[config.mk]
export PLATFORM = sky130hd
export DESIGN_NAME = maze_path_stack_flat
export DESIGN_NICKNAME = d
export VERILOG_FILES = /design/src/rtl/maze_path_stack_pkg.sv /design/src/rtl/maze_path_stack_if.sv /design/src/rtl/maze_path_stack_move_lifo.sv /design/src/rtl/maze_path_stack.sv /design/src/flat_wrapper.sv
export SDC_FILE = /design/constraint.sdc
export NUM_CORES = 1
export LEC_CHECK = 0
export CORE_UTILIZATION = 35
export CTS_BUF_LIST = sky130_fd_sc_hd__clkbuf_4
export DETAILED_ROUTE_END_ITERATION = 6
export DONT_BUFFER_PORTS = 1
export GPL_TIMING_DRIVEN = 0
export PLACE_DENSITY = 0.46
export SLEW_MARGIN = 10
export SYNTH_ARGS = -nofsm -noshare
export SYNTH_HDL_FRONTEND = slang
export SYNTH_SLANG_ARGS = --single-unit
[constraint.sdc]
create_clock -name clk -period 5.46 [get_ports clk]
set_input_delay 1.092 -clock clk [delete_from_list [all_inputs] [get_ports clk]]
set_output_delay 1.092 -clock clk [all_outputs]
set_load 0.01 [all_outputs]
[src/rtl/maze_path_stack_pkg.sv]
// Shared move codes, FSM states, coordinate type and the move-application helper
// used by the maze solver path stack.
package maze_path_stack_pkg;

  localparam int MAZE_DIM = 16;
  localparam int DEPTH    = MAZE_DIM * MAZE_DIM;
  localparam int MOVE_W   = 2;
  localparam int COORD_W  = $clog2(MAZE_DIM);
  localparam int PTR_W    = $clog2(DEPTH) + 1;

  typedef enum logic [1:0] {
    MOVE_UP    = 2'd0,
    MOVE_RIGHT = 2'd1,
    MOVE_LEFT  = 2'd2,
    MOVE_DOWN  = 2'd3
  } move_e;

  typedef enum logic [1:0] {
    ST_RECORD = 2'd0,
    ST_PLAY   = 2'd1,
    ST_DONE   = 2'd2
  } state_e;

  typedef logic [COORD_W-1:0] coord_t;

  typedef struct packed {
    coord_t x;
    coord_t y;
  } pos_t;

  // Coordinates wrap modulo 2^COORD_W; leaving the maze is not flagged here.
  function automatic pos_t apply_move(pos_t p, logic [MOVE_W-1:0] m);
    pos_t r;
    r = p;
    case (move_e'(m))
      MOVE_UP:    r.y = p.y - coord_t'(1);
      MOVE_RIGHT: r.x = p.x + coord_t'(1);
      MOVE_LEFT:  r.x = p.x - coord_t'(1);
      MOVE_DOWN:  r.y = p.y + coord_t'(1);
    endcase
    return r;
  endfunction

endpackage

[src/rtl/maze_path_stack_if.sv]
// Command, status and playback-step bundle between the solver datapath and the path stack.
// The stack side uses the slave modport; the datapath/consumer side uses master.
interface maze_path_stack_if
  import maze_path_stack_pkg::*;
#(
  parameter int P_MOVE_W  = MOVE_W,
  parameter int P_COORD_W = COORD_W,
  parameter int P_PTR_W   = PTR_W
) ();

  logic                 clear;
  logic                 push;
  logic                 pop;
  logic [P_MOVE_W-1:0]  move_in;
  logic [P_MOVE_W-1:0]  top_move;
  logic                 empty;
  logic                 full;
  logic [P_PTR_W-1:0]   depth;
  logic                 overflow_err;
  logic                 start;
  logic                 out_valid;
  logic                 out_ready;
  logic [P_MOVE_W-1:0]  out_move;
  logic [P_COORD_W-1:0] out_x;
  logic [P_COORD_W-1:0] out_y;
  logic                 done;

  modport slave (
    input  clear, push, pop, move_in, start, out_ready,
    output top_move, empty, full, depth, overflow_err,
    output out_valid, out_move, out_x, out_y, done
  );

  modport master (
    output clear, push, pop, move_in, start, out_ready,
    input  top_move, empty, full, depth, overflow_err,
    input  out_valid, out_move, out_x, out_y, done
  );

endinterface

[src/rtl/maze_path_stack_move_lifo.sv]
// Register-array move stack: push / pop / replace-top, combinational top and random-access read.
// Single-cycle update; never stalls, a push while full is dropped and latches overflow_err.
module move_lifo #(
  parameter int DEPTH = 256,
  parameter int W     = 2,
  parameter int PTR_W = 9
) (
  input  logic                       clk,
  input  logic                       rst,
  input  logic                       clr,
  input  logic                       push,
  input  logic                       pop,
  input  logic [W-1:0]               wdat,
  input  logic [$clog2(DEPTH)-1:0]   rd_addr,
  output logic [W-1:0]               top_dat,
  output logic [W-1:0]               rd_dat,
  output logic [PTR_W-1:0]           sp,
  output logic                       full,
  output logic                       empty,
  output logic                       overflow_err
);

  localparam int AW = $clog2(DEPTH);

  logic [W-1:0]     mem_q [DEPTH];
  logic [PTR_W-1:0] sp_q, sp_d;
  logic             ovf_q, ovf_d;
  logic             wr_en;
  logic [AW-1:0]    wr_addr;
  logic [AW-1:0]    top_addr;

  assign empty    = (sp_q == '0);
  assign full     = (sp_q == PTR_W'(DEPTH));
  // At sp==DEPTH the low bits are zero, so the decrement lands on the last entry.
  assign top_addr = sp_q[AW-1:0] - AW'(1);

  always_comb begin
    sp_d    = sp_q;
    ovf_d   = ovf_q;
    wr_en   = 1'b0;
    wr_addr = sp_q[AW-1:0];
    if (clr) begin
      sp_d  = '0;
      ovf_d = 1'b0;
    end else if (push && (!pop || empty)) begin
      if (full) begin
        ovf_d = 1'b1;
      end else begin
        wr_en = 1'b1;
        sp_d  = sp_q + PTR_W'(1);
      end
    end else if (push && pop) begin
      wr_en   = 1'b1;
      wr_addr = top_addr;
    end else if (pop && !empty) begin
      sp_d = sp_q - PTR_W'(1);
    end
  end

  always_ff @(posedge clk or posedge rst) begin
    if (rst) begin
      sp_q  <= '0;
      ovf_q <= 1'b0;
    end else begin
      sp_q  <= sp_d;
      ovf_q <= ovf_d;
    end
  end

  always_ff @(posedge clk) begin
    if (wr_en) begin
      mem_q[wr_addr] <= wdat;
    end
  end

  assign top_dat      = empty ? '0 : mem_q[top_addr];
  assign rd_dat       = mem_q[rd_addr];
  assign sp           = sp_q;
  assign overflow_err = ovf_q;

endmodule

[src/rtl/maze_path_stack.sv]
// Maze move stack with in-order path replay as (move, x, y) steps from origin (0,0).
// First step valid 1 cycle after start, one step/cycle; out_ready low stalls with stable outputs.
module maze_path_stack
  import maze_path_stack_pkg::*;
#(
  parameter int P_DEPTH   = DEPTH,
  parameter int P_MOVE_W  = MOVE_W,
  parameter int P_COORD_W = COORD_W,
  parameter int P_PTR_W   = PTR_W
) (
  input logic              clk,
  input logic              rst,
  maze_path_stack_if.slave io
);

  localparam int AW = $clog2(P_DEPTH);

  state_e               state_q, state_d;
  logic [P_PTR_W-1:0]   rd_ptr_q, rd_ptr_d;
  pos_t                 pos_q, pos_d;
  logic                 out_valid_q, out_valid_d;
  logic                 done_q, done_d;

  logic                 in_record;
  logic                 in_play;
  logic                 lifo_push;
  logic                 lifo_pop;
  logic                 lifo_empty;
  logic [P_MOVE_W-1:0]  rd_dat;
  logic [P_PTR_W-1:0]   sp;
  logic                 accept;
  logic                 last_step;
  pos_t                 step;

  assign in_record = (state_q == ST_RECORD);
  assign in_play   = (state_q == ST_PLAY);

  // Stack edits are only honoured while recording and never alongside start.
  assign lifo_push = in_record & io.push & ~io.start;
  assign lifo_pop  = in_record & io.pop  & ~io.start;

  move_lifo #(
    .DEPTH (P_DEPTH),
    .W     (P_MOVE_W),
    .PTR_W (P_PTR_W)
  ) u_lifo (
    .clk          (clk),
    .rst          (rst),
    .clr          (io.clear),
    .push         (lifo_push),
    .pop          (lifo_pop),
    .wdat         (io.move_in),
    .rd_addr      (rd_ptr_q[AW-1:0]),
    .top_dat      (io.top_move),
    .rd_dat       (rd_dat),
    .sp           (sp),
    .full         (io.full),
    .empty        (lifo_empty),
    .overflow_err (io.overflow_err)
  );

  assign step      = apply_move(pos_q, rd_dat);
  assign accept    = out_valid_q & io.out_ready;
  assign last_step = ((rd_ptr_q + P_PTR_W'(1)) == sp);

  always_comb begin
    state_d     = state_q;
    rd_ptr_d    = rd_ptr_q;
    pos_d       = pos_q;
    out_valid_d = out_valid_q;
    done_d      = done_q;
    if (io.clear) begin
      state_d     = ST_RECORD;
      rd_ptr_d    = '0;
      pos_d       = '0;
      out_valid_d = 1'b0;
      done_d      = 1'b0;
    end else begin
      case (state_q)
        ST_RECORD: begin
          if (io.start) begin
            rd_ptr_d = '0;
            pos_d    = '0;
            if (lifo_empty) begin
              state_d = ST_DONE;
              done_d  = 1'b1;
            end else begin
              state_d     = ST_PLAY;
              out_valid_d = 1'b1;
            end
          end
        end
        ST_PLAY: begin
          if (accept) begin
            pos_d    = step;
            rd_ptr_d = rd_ptr_q + P_PTR_W'(1);
            if (last_step) begin
              state_d     = ST_DONE;
              out_valid_d = 1'b0;
              done_d      = 1'b1;
            end
          end
        end
        ST_DONE: begin
        end
        default: begin
          state_d     = ST_RECORD;
          out_valid_d = 1'b0;
          done_d      = 1'b0;
        end
      endcase
    end
  end

  always_ff @(posedge clk or posedge rst) begin
    if (rst) begin
      state_q     <= ST_RECORD;
      rd_ptr_q    <= '0;
      pos_q       <= '0;
      out_valid_q <= 1'b0;
      done_q      <= 1'b0;
    end else begin
      state_q     <= state_d;
      rd_ptr_q    <= rd_ptr_d;
      pos_q       <= pos_d;
      out_valid_q <= out_valid_d;
      done_q      <= done_d;
    end
  end

  // Outside PLAY the outputs show the held position with the move as a no-op.
  assign io.out_valid = out_valid_q;
  assign io.done      = done_q;
  assign io.out_move  = in_play ? rd_dat : '0;
  assign io.out_x     = in_play ? step.x : pos_q.x;
  assign io.out_y     = in_play ? step.y : pos_q.y;
  assign io.empty     = lifo_empty;
  assign io.depth     = sp;

endmodule

[src/flat_wrapper.sv]
// flat-port wrapper written by rule: the top's interface ports become plain ports
module maze_path_stack_flat import maze_path_stack_pkg::*;
#(
  parameter int P_DEPTH   = DEPTH,
  parameter int P_MOVE_W  = MOVE_W,
  parameter int P_COORD_W = COORD_W,
  parameter int P_PTR_W   = PTR_W
)
  (clk, rst, io_clear, io_push, io_pop, io_move_in, io_start, io_out_ready, io_top_move, io_empty, io_full, io_depth, io_overflow_err, io_out_valid, io_out_move, io_out_x, io_out_y, io_done);
  maze_path_stack_if #(.P_MOVE_W(P_MOVE_W), .P_COORD_W(P_COORD_W), .P_PTR_W(P_PTR_W)) io_i ();
  input logic clk;
  input logic rst;
  input wire logic [$bits(io_i.clear)-1:0] io_clear;
  input wire logic [$bits(io_i.push)-1:0] io_push;
  input wire logic [$bits(io_i.pop)-1:0] io_pop;
  input wire logic [$bits(io_i.move_in)-1:0] io_move_in;
  input wire logic [$bits(io_i.start)-1:0] io_start;
  input wire logic [$bits(io_i.out_ready)-1:0] io_out_ready;
  output wire logic [$bits(io_i.top_move)-1:0] io_top_move;
  output wire logic [$bits(io_i.empty)-1:0] io_empty;
  output wire logic [$bits(io_i.full)-1:0] io_full;
  output wire logic [$bits(io_i.depth)-1:0] io_depth;
  output wire logic [$bits(io_i.overflow_err)-1:0] io_overflow_err;
  output wire logic [$bits(io_i.out_valid)-1:0] io_out_valid;
  output wire logic [$bits(io_i.out_move)-1:0] io_out_move;
  output wire logic [$bits(io_i.out_x)-1:0] io_out_x;
  output wire logic [$bits(io_i.out_y)-1:0] io_out_y;
  output wire logic [$bits(io_i.done)-1:0] io_done;
  assign io_i.clear = io_clear;
  assign io_i.push = io_push;
  assign io_i.pop = io_pop;
  assign io_i.move_in = io_move_in;
  assign io_i.start = io_start;
  assign io_i.out_ready = io_out_ready;
  assign io_top_move = io_i.top_move;
  assign io_empty = io_i.empty;
  assign io_full = io_i.full;
  assign io_depth = io_i.depth;
  assign io_overflow_err = io_i.overflow_err;
  assign io_out_valid = io_i.out_valid;
  assign io_out_move = io_i.out_move;
  assign io_out_x = io_i.out_x;
  assign io_out_y = io_i.out_y;
  assign io_done = io_i.done;
  maze_path_stack #(.P_DEPTH(P_DEPTH), .P_MOVE_W(P_MOVE_W), .P_COORD_W(P_COORD_W), .P_PTR_W(P_PTR_W)) u_core (.clk(clk), .rst(rst), .io(io_i));
endmodule
-- Word-level counts from Yosys, hierarchy flattened
Memory sizes are Yosys's and may differ from the RTL's.
Index checks and enable logic that the tools add are counted.
- latch bits: 0
- word-level logic and storage cells: 106
- memory bits (read-only): 0
- register bits: 31
- memories kept: 1
- output and inout bits: 26
- input bits: 9
- memory bits (writable): 512
- order comparisons: 0
- reduce and logical (&&, ||, !) cells: 19
- mux-type cells: 49
- eq/ne operators: 15
- multipliers: 0
- shifts and indexed selects: 0
- bitwise logic cells: 6
- $add $sub $neg: 8
- divide/modulo/power cells: 0
- memories (memory ; words ; bits a word ; read ports ; clocked after Yosys merged registers in ; write ports ; RTL line ; text):
    u_core.u_lifo.mem_q ; 256 ; 2 ; 2 ; 0 ; 1 ; maze_path_stack_move_lifo.sv:25 ; logic [W-1:0] mem_q [DEPTH];
- operator list (operator ; count):
    two-way mux 9 bit ; 8
    two-way mux 8 bit ; 6
    inequality test 3 bit (second input constant) ; 7
    two-way mux 1 bit ; 19
    adder 9 x 1 -> 9 bit (second input constant) ; 2
    one-hot mux 9 bit (2 select lines) ; 1
    one-hot mux 4 bit (2 select lines) ; 2
    one-hot mux 8 bit (2 select lines) ; 1
    two-way mux 2 bit ; 7
    AND reduction 5 bit ; 2
    equality test 9 bit ; 1
    equality test 9 bit (second input constant) ; 1
    zero test 9 bit ; 1
    subtractor 9 x 1 -> 9 bit (second input constant) ; 1
    adder 4 x 1 -> 4 bit (second input constant) ; 2
    two-way mux 4 bit ; 2
    subtractor 4 x 1 -> 4 bit (second input constant) ; 2
    subtractor 8 x 1 -> 8 bit (second input constant) ; 1
    equality test 2 bit (second input constant) ; 3
    one-hot mux 1 bit (3 select lines) ; 2
    one-hot mux 2 bit (3 select lines) ; 1
    AND reduction 3 bit ; 2
    nonzero test 3 bit ; 2
    bitwise AND 1 bit ; 5
    other kinds (10) ; 16

-- Depth between registers and ports, before layout
Gate-level depths: netlist (run 1).
- depth in word-level cells: 10
- mapped depth: 23
- gate-level depth less buffers: 18

-- Hierarchy
From an unflattened synthesis (run 1), not the netlist that was laid out.
- cell total of the unflattened synthesis: 1772
- area total of the unflattened synthesis: 27936.8 um^2
- modules (own cells, without submodules) (module ; area each (um^2) ; seq. area each (um^2) ; cells an instance ; times used):
    move_lifo ; 26312.7 ; 15625.0 ; 1584 ; 1
    maze_path_stack ; 1624.1 ; 525.5 ; 188 ; 1

-- Worst setup path before layout (run 1)
No wires, ideal clock.
- path kind: register to output
- start point: register u_core.rd_ptr_q[0]
- end point: output io_out_y[3]
- path buffers: 4
- setup slack: 0.264 ns
- arrival time: 4.104 ns
- required time: 4.368 ns
- stages on the path, launching flop included: 21
- cells stage by stage: dfrtp_1 > buf_2 > buf_4 > buf_4 > buf_4 > mux4_2 > mux4_2 > a21oi_1 > o21ai_0 > o31ai_1 > mux2_2 > inv_1 > ha_1 > inv_1 > ha_1 > a21o_1 > a21oi_1 > xnor2_1 > and2_1 > nand2_1 > xnor2_1
- cells in the longest elaborated chain, start to end: 4
- elaborated cells between the ends (all ways): 5
- those cells by class: eq/ne (1); mux (2); reduce/logical (1); memory (1)
- ends and longest elaborated chain (what ; RTL line ; text):
    start: declaration ; maze_path_stack.sv:19 ; logic [P_PTR_W-1:0] rd_ptr_q, rd_ptr_d;
    start signal: assignment ; maze_path_stack.sv:124 ; rd_ptr_q <= rd_ptr_d;
    memory read (256 x 2 bit) * ; -- ;
    equality test 2 bit / zero test 2 bit (equally long branches) ; maze_path_stack_pkg.sv:35 ; case (move_e'(m))
    one-hot mux 4 bit (2 select lines) * ; maze_path_stack_pkg.sv:35 ;
    two-way mux 4 bit * ; maze_path_stack.sv:136 ; assign io.out_y = in_play ? step.y : pos_q.y;
    end: declaration ; flat_wrapper.sv:27 ; output wire logic [$bits(io_i.out_y)-1:0] io_out_y;
Mark *: on every way between the ends. The rest lies on a longest branch, timed or not.

-- Worst setup path in the final report (run 1)
Same ends and word-level chain as after synthesis.

==> results.toml, run 1 <==
[die]
core-area_sq_um = 79390
die-area_sq_um = 81660
rows = 103
die_y_um = 285.8
ios = 35
die_x_um = 285.8
initial_core_util_pct = 35.50

[synth]
async_flop_share_pct = 5.709
ys_seq_area_share_pct = 57.31
post_synth.cell_area_avg_sq_um = 15.27
yosys.cell_types.count = 80
ys.flop_type = "edfxtp_1"
syn_area_sq_um = 28180
synth_edf_count = 512
ys_ff_latch = 543
syn-instance-count = 1845
synthesis.nets = 1872
yosys_warnings = 0

[finish]
area_growth_pct = 19.01
post-route-util_pct = 42.25
fin_nets = 2074
mostFrequentLayoutCell = "edfxtp_1"
mostFrequentLayoutCells = "edfxtp_1 (512), nor2_1 (284), mux4_2 (282)"
fin_cells = 3215
ff_latch_area_sq_um = 16160
final.fill_count = 7299
drive_above_1_share_pct = 39.01
multiInputGateArea_sq_um = 11990

[outcome]
violations = "design-rule violations, negative setup slack"
status = "finished, violations left"

[detailed_routing]
drc_errors = 5
via_per_inst = 6.133
postRouteAntennaNets = 0
wl_per_cell_um = 34.05
dr.pass1.iters = 7
drt-initial-drc-count = 2364
num_vias = 19720
drt_wl_total_mm = 109.5

[sta]
finalCritPeriodShare_pct = 114.6
fmax_ghz = 0.1598
slew_headroom_pct = 28.93
fin_skew_ns = 0.06536
tightest_slew_ns = 1.063
hold_viol_final = 0
rsz0062_at_grt = "true"
setup_ws_ns = -0.7988
worst_hold_slack_ns = 0.2368
drv_slew = 0
setup_viol = 8
tns_ns = -4.787
timing.final.crit_period_ns = 6.259

[placed_design]
dp.cells = 2895
port-buffer-count = 0
dp_hpwl_mm = 71.53
gp_congestion = 0.9061
post-place-ws_ns = -1.980

[clock_tree]
clock_latency_ns = 1.03
cts_tree = "done"
cts_buffer_depth = 3
clockRootBuffer = "clkbuf_4"
clock_sinks = 543
clk_pin_slew_ns = 0.07
cts_buffers = 155
h-tree-depth = 4

[setup_path]
reg2regPathDepth = 11
worstPathRequired_ns = 4.37
ff2ff_setup_slack_ns = 0.76
worst-setup-path-type = "flop to primary output"
cp_data_arrival_time_ns = 5.17
crit_path_end_kind = "primary output"
reg2reg_to = "u_core.u_lifo.mem_q[137][1]"
path_max_fanout = 7
timing.rr.start = "u_core.u_lifo.sp[3]"
startpoint_type = "flop"

[grt]
grt.overflow.total = 0
grt_antenna_before_repair = 3
track_usage_pct = 27.12
grt_pass1_wl_mm = 152.6
grt_pass1_vias = 19990
grt_max_degree = 257

[job]
cap_viol_max_count = 0

[hold_path]
hold_class = "input pin to flop"
min_to = "u_core.u_lifo.mem_q[161][1]"
hold_depth = 0
min_from = "io_move_in[1]"

[power]
vdd_drop_max_mv = 0.2520
p_leak_nw = 10.41
power_per_cell_area_nw_per_um2 = 463.7
==> power breakdown <==
| group | switching (W) | total [W] | internal [W] |
|---|---|---|---|
| Clock | 0.00186 | 0.00384 | 0.00198 |
| Combinational | 0.00436 | 0.00704 | 0.00268 |
| Sequential | 0.0000843 | 0.00468 | 0.00460 |
| Total | 0.00630 | 0.0156 | 0.00925 |
==> layout make-up <==
class                      count  area share, %
antenna                        4        0.02984
buffer                       150          4.723
clock buffer                 218          4.880
clock inverter                53         0.9028
inverter                      15         0.1753
multi-input combinational   1134          35.74
sequential                   543          48.17
tap                         1050          3.917
timing repair buffer          48          1.462
==> timing repair <==
item / 4_1_cts / 5_1_grt
endpoints found under the hold margin: 31 / 0
buffers inserted: 34 / 14
resized for setup: 366 / 35
hold buffers: 1 / 0
setup endpoints to repair: 20 / 11
gates cloned: 1 / 0
pin swaps: 30 / 28
==> cell families after synthesis <==
kind of cell / count (synthesis) / share of synthesized area, %
XOR/XNOR: 39 / 1.212
AO/OA/AOI/OAI: 162 / 4.058
flip-flops: 543 / 57.31
multiplexers: 329 / 24.32
adder cells (fa/ha/maj): 18 / 0.8524
AND/OR/NAND/NOR: 586 / 9.328
buffers and inverters: 168 / 2.926
==> cell usage after synthesis, types with 6 or more instances <==
library cell / number / area share (%)
mux4_2: 282 / 23
nor2_1: 286 / 3.8
o21ai_0: 40 / 0.71
ha_1: 16 / 0.71
buf_2: 59 / 1.0
xnor2_1: 29 / 0.90
nand2b_1: 10 / 0.22
buf_4: 11 / 0.29
nor2b_1: 8 / 0.18
inv_1: 15 / 0.20
nand3_1: 25 / 0.44
mux2i_1: 33 / 1.2
nand2_4: 10 / 0.40
a32oi_1: 9 / 0.28
a211oi_1: 10 / 0.27
buf_1: 14 / 0.19
a311oi_1: 6 / 0.19
or3_1: 12 / 0.27
a21oi_1: 36 / 0.64
a31oi_1: 8 / 0.18
clkbuf_1: 56 / 0.75
dfrtp_1: 31 / 2.8
edfxtp_1: 512 / 55
buf_6: 10 / 0.40
xor2_1: 10 / 0.31
nand2_1: 152 / 2.0
nand4_1: 22 / 0.49
mux2_2: 12 / 0.48
nor3_1: 12 / 0.21
nand2_2: 10 / 0.22
nor4_1: 9 / 0.20
==> worst max-delay path, cell delays in order, from the launching register on <==
cell,delay (ns)
dfrtp_1,0.38
buf_8,0.13
buf_12,0.15
buf_16,0.15
bufbuf_16,0.28
buf_4,0.12
mux4_2,0.52
mux4_2,0.55
a21oi_2,0.16
nand2_1,0.07
nand2_1,0.10
mux2_4,0.19
inv_2,0.05
ha_4,0.16
inv_4,0.06
ha_4,0.19
a21o_1,0.16
a21oi_2,0.13
xnor2_1,0.12
and2_4,0.16
nand2_2,0.08
xnor2_4,0.19
==> how the worst max path moves through the flow <==
stage | cells after the start | to | from
floorplan | 20 | io_out_y[3] | u_core.rd_ptr_q[0]
global placement | 17 | io_out_y[3] | u_core.rd_ptr_q[1]
detailed placement | 20 | io_out_y[3] | u_core.rd_ptr_q[1]
CTS | 19 | io_out_y[3] | u_core.rd_ptr_q[0]
global route | 18 | io_out_x[2] | u_core.rd_ptr_q[0]
finish | 21 | io_out_y[3] | u_core.rd_ptr_q[0]
==> registers in the layout, indices dropped and copies added, names as in the netlist <==
signal and flops:
u_core.rd_ptr_q 9, u_core.io.out_valid 1, u_core.io.done 1, u_core.u_lifo.overflow_err 1, u_core.pos_q 8, u_core.state_q 2, u_core.u_lifo.sp 9, u_core.u_lifo.mem_q 512
==> metal layers <==
layer / vias up / track usage, % / wire length (um)
met5: - / 0 / 48
met4: 2 / 13.60 / 5295
met3: 252 / 6.085 / 9684
met2: 1271 / 42.93 / 51370
met1: 10350 / 35.15 / 43050
li1: 7845 / - / -
==> stage by stage <==
| step | instance area (sq um) | power, W |
|---|---|---|
| after floorplan | 28180 | 0.008057 |
| after global placement | 29500 | 0.01031 |
| after detailed placement | 29520 | 0.01032 |
| after CTS | 33230 | 0.01519 |
| after global routing | 33530 | 0.01602 |
| final | 33540 | 0.01555 |
Note: power is estimated with default switching activity, not from simulation.
==> run 2, diff against run 1 <==
- SKIP_LAST_GASP: default -> 1
==> run 2 against run 1 <==
Net effect:
- the flow finishes with violations (negative setup slack)
- global-route usage stayed put
- critical path depth stayed put
- flip-flop and latch count stayed put
- critical path type unchanged
- highest routed layer unchanged
==> results.toml, run 2 (synthesis results as in run 1) <==
[die]
ios = 35
die-area_sq_um = 81660
rows = 103
die_x_um = 285.8
die_y_um = 285.8
initial_core_util_pct = 35.50
core-area_sq_um = 79390

[power]
vdd_drop_max_mv = 0.2542
p_leak_nw = 10.41
power_per_cell_area_nw_per_um2 = 462.6

[clock_tree]
clock_latency_ns = 1.02
h-tree-depth = 4
cts_buffers = 155
cts_tree = "done"
clock_sinks = 543
cts_buffer_depth = 3
clockRootBuffer = "clkbuf_4"
clk_pin_slew_ns = 0.07

[sta]
rsz0062_at_grt = "true"
timing.final.crit_period_ns = 6.270
setup_ws_ns = -0.8101
fmax_ghz = 0.1595
finalCritPeriodShare_pct = 114.8
slew_headroom_pct = 31.87
drv_slew = 0
setup_viol = 8
tightest_slew_ns = 1.019
worst_hold_slack_ns = 0.2444
hold_viol_final = 0
fin_skew_ns = 0.06552

[finish]
final.fill_count = 7300
fin_area_sq_um = 33530
largest_reg_flops = 512
drive_above_1_share_pct = 38.92
mostFrequentLayoutCells = "edfxtp_1 (512), nor2_1 (284), mux4_2 (282)"
fin_cells = 3212
fin_nets = 2074
post-route-util_pct = 42.23
mostFrequentLayoutCell = "edfxtp_1"
area_growth_pct = 18.96
regMostFlops = "u_core.u_lifo.mem_q"

[outcome]
status = "finished, violations left"
violations = "negative setup slack"

[setup_path]
worst-setup-path-type = "flop to primary output"
worstPathRequired_ns = 4.37
startpoint_type = "flop"
timing.rr.start = "u_core.u_lifo.sp[3]"
reg2regPathDepth = 11
ff2ff_setup_slack_ns = 0.79
cp_data_arrival_time_ns = 5.18
crit_path_end_kind = "primary output"
reg2reg_to = "u_core.u_lifo.mem_q[137][1]"
path_max_fanout = 7

[grt]
grt_max_degree = 257
grt_pass1_vias = 19990
grt.overflow.total = 0
grt_antenna_before_repair = 3
grt_pass1_wl_mm = 152.6
track_usage_pct = 27.12

[detailed_routing]
dr.pass1.iters = 7
drt-initial-drc-count = 2541
wl_per_cell_um = 33.97
via_per_inst = 6.097
num_vias = 19580
postRouteAntennaNets = 0
drt_wl_total_mm = 109.1
drc_errors = 0

[placed_design]
dp.cells = 2895
gp_congestion = 0.9061
dpl-instance-area_sq_um = 29520
port-buffer-count = 0
dp_hpwl_mm = 71.53

[hold_path]
hold_depth = 0
min_to = "u_core.u_lifo.mem_q[161][1]"
hold_class = "input pin to flop"
min_from = "io_move_in[1]"

[job]
cap_viol_max_count = 0
## run 2: final cells by class
class                      instances  area [sq um]  share of cell area (%)
tap                             1050          1314                   3.919
clock buffer                     218          1637                   4.882
inverter                          15         58.81                  0.1754
clock inverter                    53         302.8                  0.9032
antenna                            1         2.502                0.007464
timing repair buffer              48         490.5                   1.463
sequential                       543         16160                   48.19
buffer                           150          1584                   4.725
multi-input combinational       1134         11980                   35.73
## run 2: through the flow
stage	setup WS (ns)	total power (W)	TNS (ns)
after floorplan	0.2643	0.008057	0
after global placement	-2.715	0.01031	-33.71
after detailed placement	-1.980	0.01032	-20.09
after CTS	-1.006	0.01519	-5.791
after global routing	-1.030	0.01602	-6.464
final	-0.8101	0.01551	-4.784
## run 2: how the worst max path moves through the flow
stage / start / depth (start not counted) / endpoint
3_5_place_dp: u_core.rd_ptr_q[1] / 20 / io_out_y[3]
3_3_place_gp: u_core.rd_ptr_q[1] / 17 / io_out_y[3]
4_1_cts: u_core.rd_ptr_q[0] / 19 / io_out_y[3]
5_1_grt: u_core.rd_ptr_q[0] / 18 / io_out_x[2]
2_1_floorplan: u_core.rd_ptr_q[0] / 20 / io_out_y[3]
6_report: u_core.rd_ptr_q[0] / 21 / io_out_y[3]
## run 2: where the power goes
part / switching [W] / total [W] / internal (W)
sequential: 0.0000841 / 0.00468 / 0.00460
clock: 0.00184 / 0.00382 / 0.00198
combinational: 0.00433 / 0.00701 / 0.00268
total: 0.00626 / 0.0155 / 0.00925
## run 2: critical path, stage by stage, from the launching register on
cell and delay, ns:
dfrtp_1 0.38, buf_8 0.13, buf_12 0.15, buf_16 0.15
bufbuf_16 0.29, buf_4 0.12, mux4_2 0.52, mux4_2 0.55
a21oi_2 0.16, nand2_1 0.07, nand2_1 0.10, mux2_4 0.19
inv_2 0.05, ha_4 0.15, inv_4 0.06, ha_4 0.19
a21o_1 0.16, a21oi_2 0.13, xnor2_1 0.12, and2_1 0.17
nand2_2 0.10, xnor2_4 0.19
## run 2: per-layer routing
layer	GRT usage [%]	wire [um]	vias to the layer above
met1	35.15	43450	10330
met2	42.93	50940	1148
li1	-	-	7845
met3	6.085	9075	257
met5	0	61	-
met4	13.60	5584	4
## run 2: repair_timing
action                                 in CTS  in global routing
gates resized for setup                   366                 33
setup endpoints to repair                  20                 11
buffers inserted                           34                 14
pin swaps                                  29                 28
hold buffers                                1                  0
endpoints found under the hold margin      31                  0
cloned                                      1                  0
==> run 3, diff against run 2 <==
- CORE_UTILIZATION: 35 -> 50
- PLACE_DENSITY: 0.46 -> 0.62
- SLEW_MARGIN: 10 -> 20
==> run 3 against run 2 <==
Net effect:
- the flow still finishes with violations (negative setup slack)
- hold slack worse by 0.069 ns
- via count up 1.0%
- utilization grew 17 points
- flip-flop and latch count is the same
- routed wire length shrank 10%
- sequential power barely moved
- cell count decreased by 10%
- count of clock-buffer cells in the layout decreased by 23
- non-clock buffer count increased by 3
- die area down 30%
- sequential share of layout area is 1.1 points higher
- register-to-register slack gained 0.21 ns
- critical endpoint is now io_out_x[2]
==> results.toml, run 3 (synthesis results as in run 1) <==
[outcome]
status = "finished, violations left"
violations = "negative setup slack"

[setup_path]
ff2ff_setup_slack_ns = 1.00
crit_path_end_kind = "primary output"
timing.rr.start = "u_core.u_lifo.sp[3]"
cp_data_arrival_time_ns = 5.16
reg2regPathDepth = 16
startpoint_type = "flop"
worstPathRequired_ns = 4.37
path_max_fanout = 8
worst-setup-path-type = "flop to primary output"
reg2reg_to = "u_core.u_lifo.sp[8]"

[finish]
ff_latch_area_sq_um = 16160
mostFrequentLayoutCells = "edfxtp_1 (512), nor2_1 (284), mux4_2 (282)"
fin_area_sq_um = 32760
multiInputGateArea_sq_um = 11870
drive_above_1_share_pct = 38.59
largest_reg_flops = 512
mostFrequentLayoutCell = "edfxtp_1"
fin_nets = 2067
area_growth_pct = 16.23
regMostFlops = "u_core.u_lifo.mem_q"
final.fill_count = 4400

[sta]
slew_headroom_pct = 35.22
timing.final.crit_period_ns = 6.250
tightest_slew_ns = 0.9647
finalCritPeriodShare_pct = 114.5
worst_hold_slack_ns = 0.1749
setup_ws_ns = -0.7903
drv_slew = 0
hold_viol_final = 0
rsz0062_at_grt = "true"
setup_viol = 8
fmax_ghz = 0.1600
fin_skew_ns = 0.08364

[detailed_routing]
via_per_inst = 6.849
drc_errors = 0
postRouteAntennaNets = 0
num_vias = 19790
wl_per_cell_um = 33.89
dr.pass1.iters = 6
drt_wl_total_mm = 97.91
drt-initial-drc-count = 3104

[die]
die-area_sq_um = 57320
rows = 86
ios = 35
die_x_um = 239.4
initial_core_util_pct = 50.86
die_y_um = 239.4
core-area_sq_um = 55420

[power]
vdd_drop_max_mv = 0.3657
p_leak_nw = 10.28
power_per_cell_area_nw_per_um2 = 455.3

[clock_tree]
h-tree-depth = 4
cts_buffer_depth = 3
clock_sinks = 543
cts_tree = "done"
clk_pin_slew_ns = 0.06
cts_buffers = 145
clock_latency_ns = 1.07
clockRootBuffer = "clkbuf_4"

[grt]
grt_pass1_wl_mm = 138.3
grt.overflow.total = 0
track_usage_pct = 35.15
grt_pass1_vias = 19920
grt_max_degree = 257
grt_antenna_before_repair = 2

[hold_path]
min_from = "io_move_in[0]"
min_to = "u_core.u_lifo.mem_q[135][0]"
hold_depth = 0
hold_class = "input pin to flop"

[job]
cap_viol_max_count = 0

[placed_design]
dp_hpwl_mm = 64.14
port-buffer-count = 0
post-place-ws_ns = -1.988
gp_congestion = 0.9638
dpl-instance-area_sq_um = 29160
==> run 3: metal layers <==
layer | GRT usage, % | share of wire (%) | vias up
met5 | 0 | 0 | -
met2 | 54.00 | 46 | 1570
met4 | 19.77 | 5.8 | 0
li1 | - | - | 7795
met3 | 10.35 | 13 | 335
met1 | 44.87 | 36 | 10090
==> run 3: power breakdown <==
group	switching, W	internal [W]
combinational	0.00409	0.00247
sequential	0.0000754	0.00459
clock	0.00178	0.00190
==> run 3: worst max path at each step <==
| stage | start | to | cells past startpoint |
|---|---|---|---|
| floorplan | u_core.rd_ptr_q[0] | io_out_y[3] | 20 |
| global placement | u_core.rd_ptr_q[1] | io_out_y[3] | 17 |
| detailed placement | u_core.rd_ptr_q[1] | io_out_y[3] | 17 |
| CTS | u_core.rd_ptr_q[0] | io_out_y[3] | 19 |
| global route | u_core.rd_ptr_q[0] | io_out_y[3] | 20 |
| finish | u_core.rd_ptr_q[0] | io_out_x[2] | 18 |
==> run 3: timing repair <==
action	in CTS	in global routing
gates cloned	0	1
setup buffers	35	14
resized for setup	307	42
endpoints found under the hold margin	5	0
pin swaps	22	13
setup endpoints to repair	20	10
hold buffers	1	0
==> run 3: final cells by class <==
type,instances,share of cell area [%]
sequential,543,49.32
multi-input combinational,1134,36.23
clock buffer,195,4.469
buffer,149,4.301
tap,748,2.857
timing repair buffer,52,1.524
clock inverter,50,1.092
inverter,15,0.1872
antenna,3,0.02292
==> run 3: stage by stage <==
stage | utilization [%] | power, W | cells | TNS [ns]
6_report | 59.11 | 0.01492 | 2889 | -4.708
3_3_place_gp | 52.54 | 0.009960 | 2593 | -28.55
3_5_place_dp | 52.63 | 0.01002 | 2594 | -20.81
2_1_floorplan | - | 0.008057 | 1845 | 0
4_1_cts | 58.57 | 0.01459 | 2872 | -5.304
5_1_grt | 59.11 | 0.01528 | 2889 | -6.114
==> run 3: critical path, cell delays in order, from the launching register on <==
cell and delay (ns):
dfrtp_1 0.37, buf_8 0.16, buf_12 0.16, buf_12 0.12
mux4_2 0.49, mux4_2 0.48, mux2_4 0.32, a22o_1 0.24
o31ai_2 0.22, mux2_4 0.25, buf_4 0.16, ha_4 0.16
xor2_1 0.16, ha_2 0.20, a21oi_2 0.04, xor2_1 0.14
nor2_1 0.15, nand2_1 0.11, xnor2_2 0.21
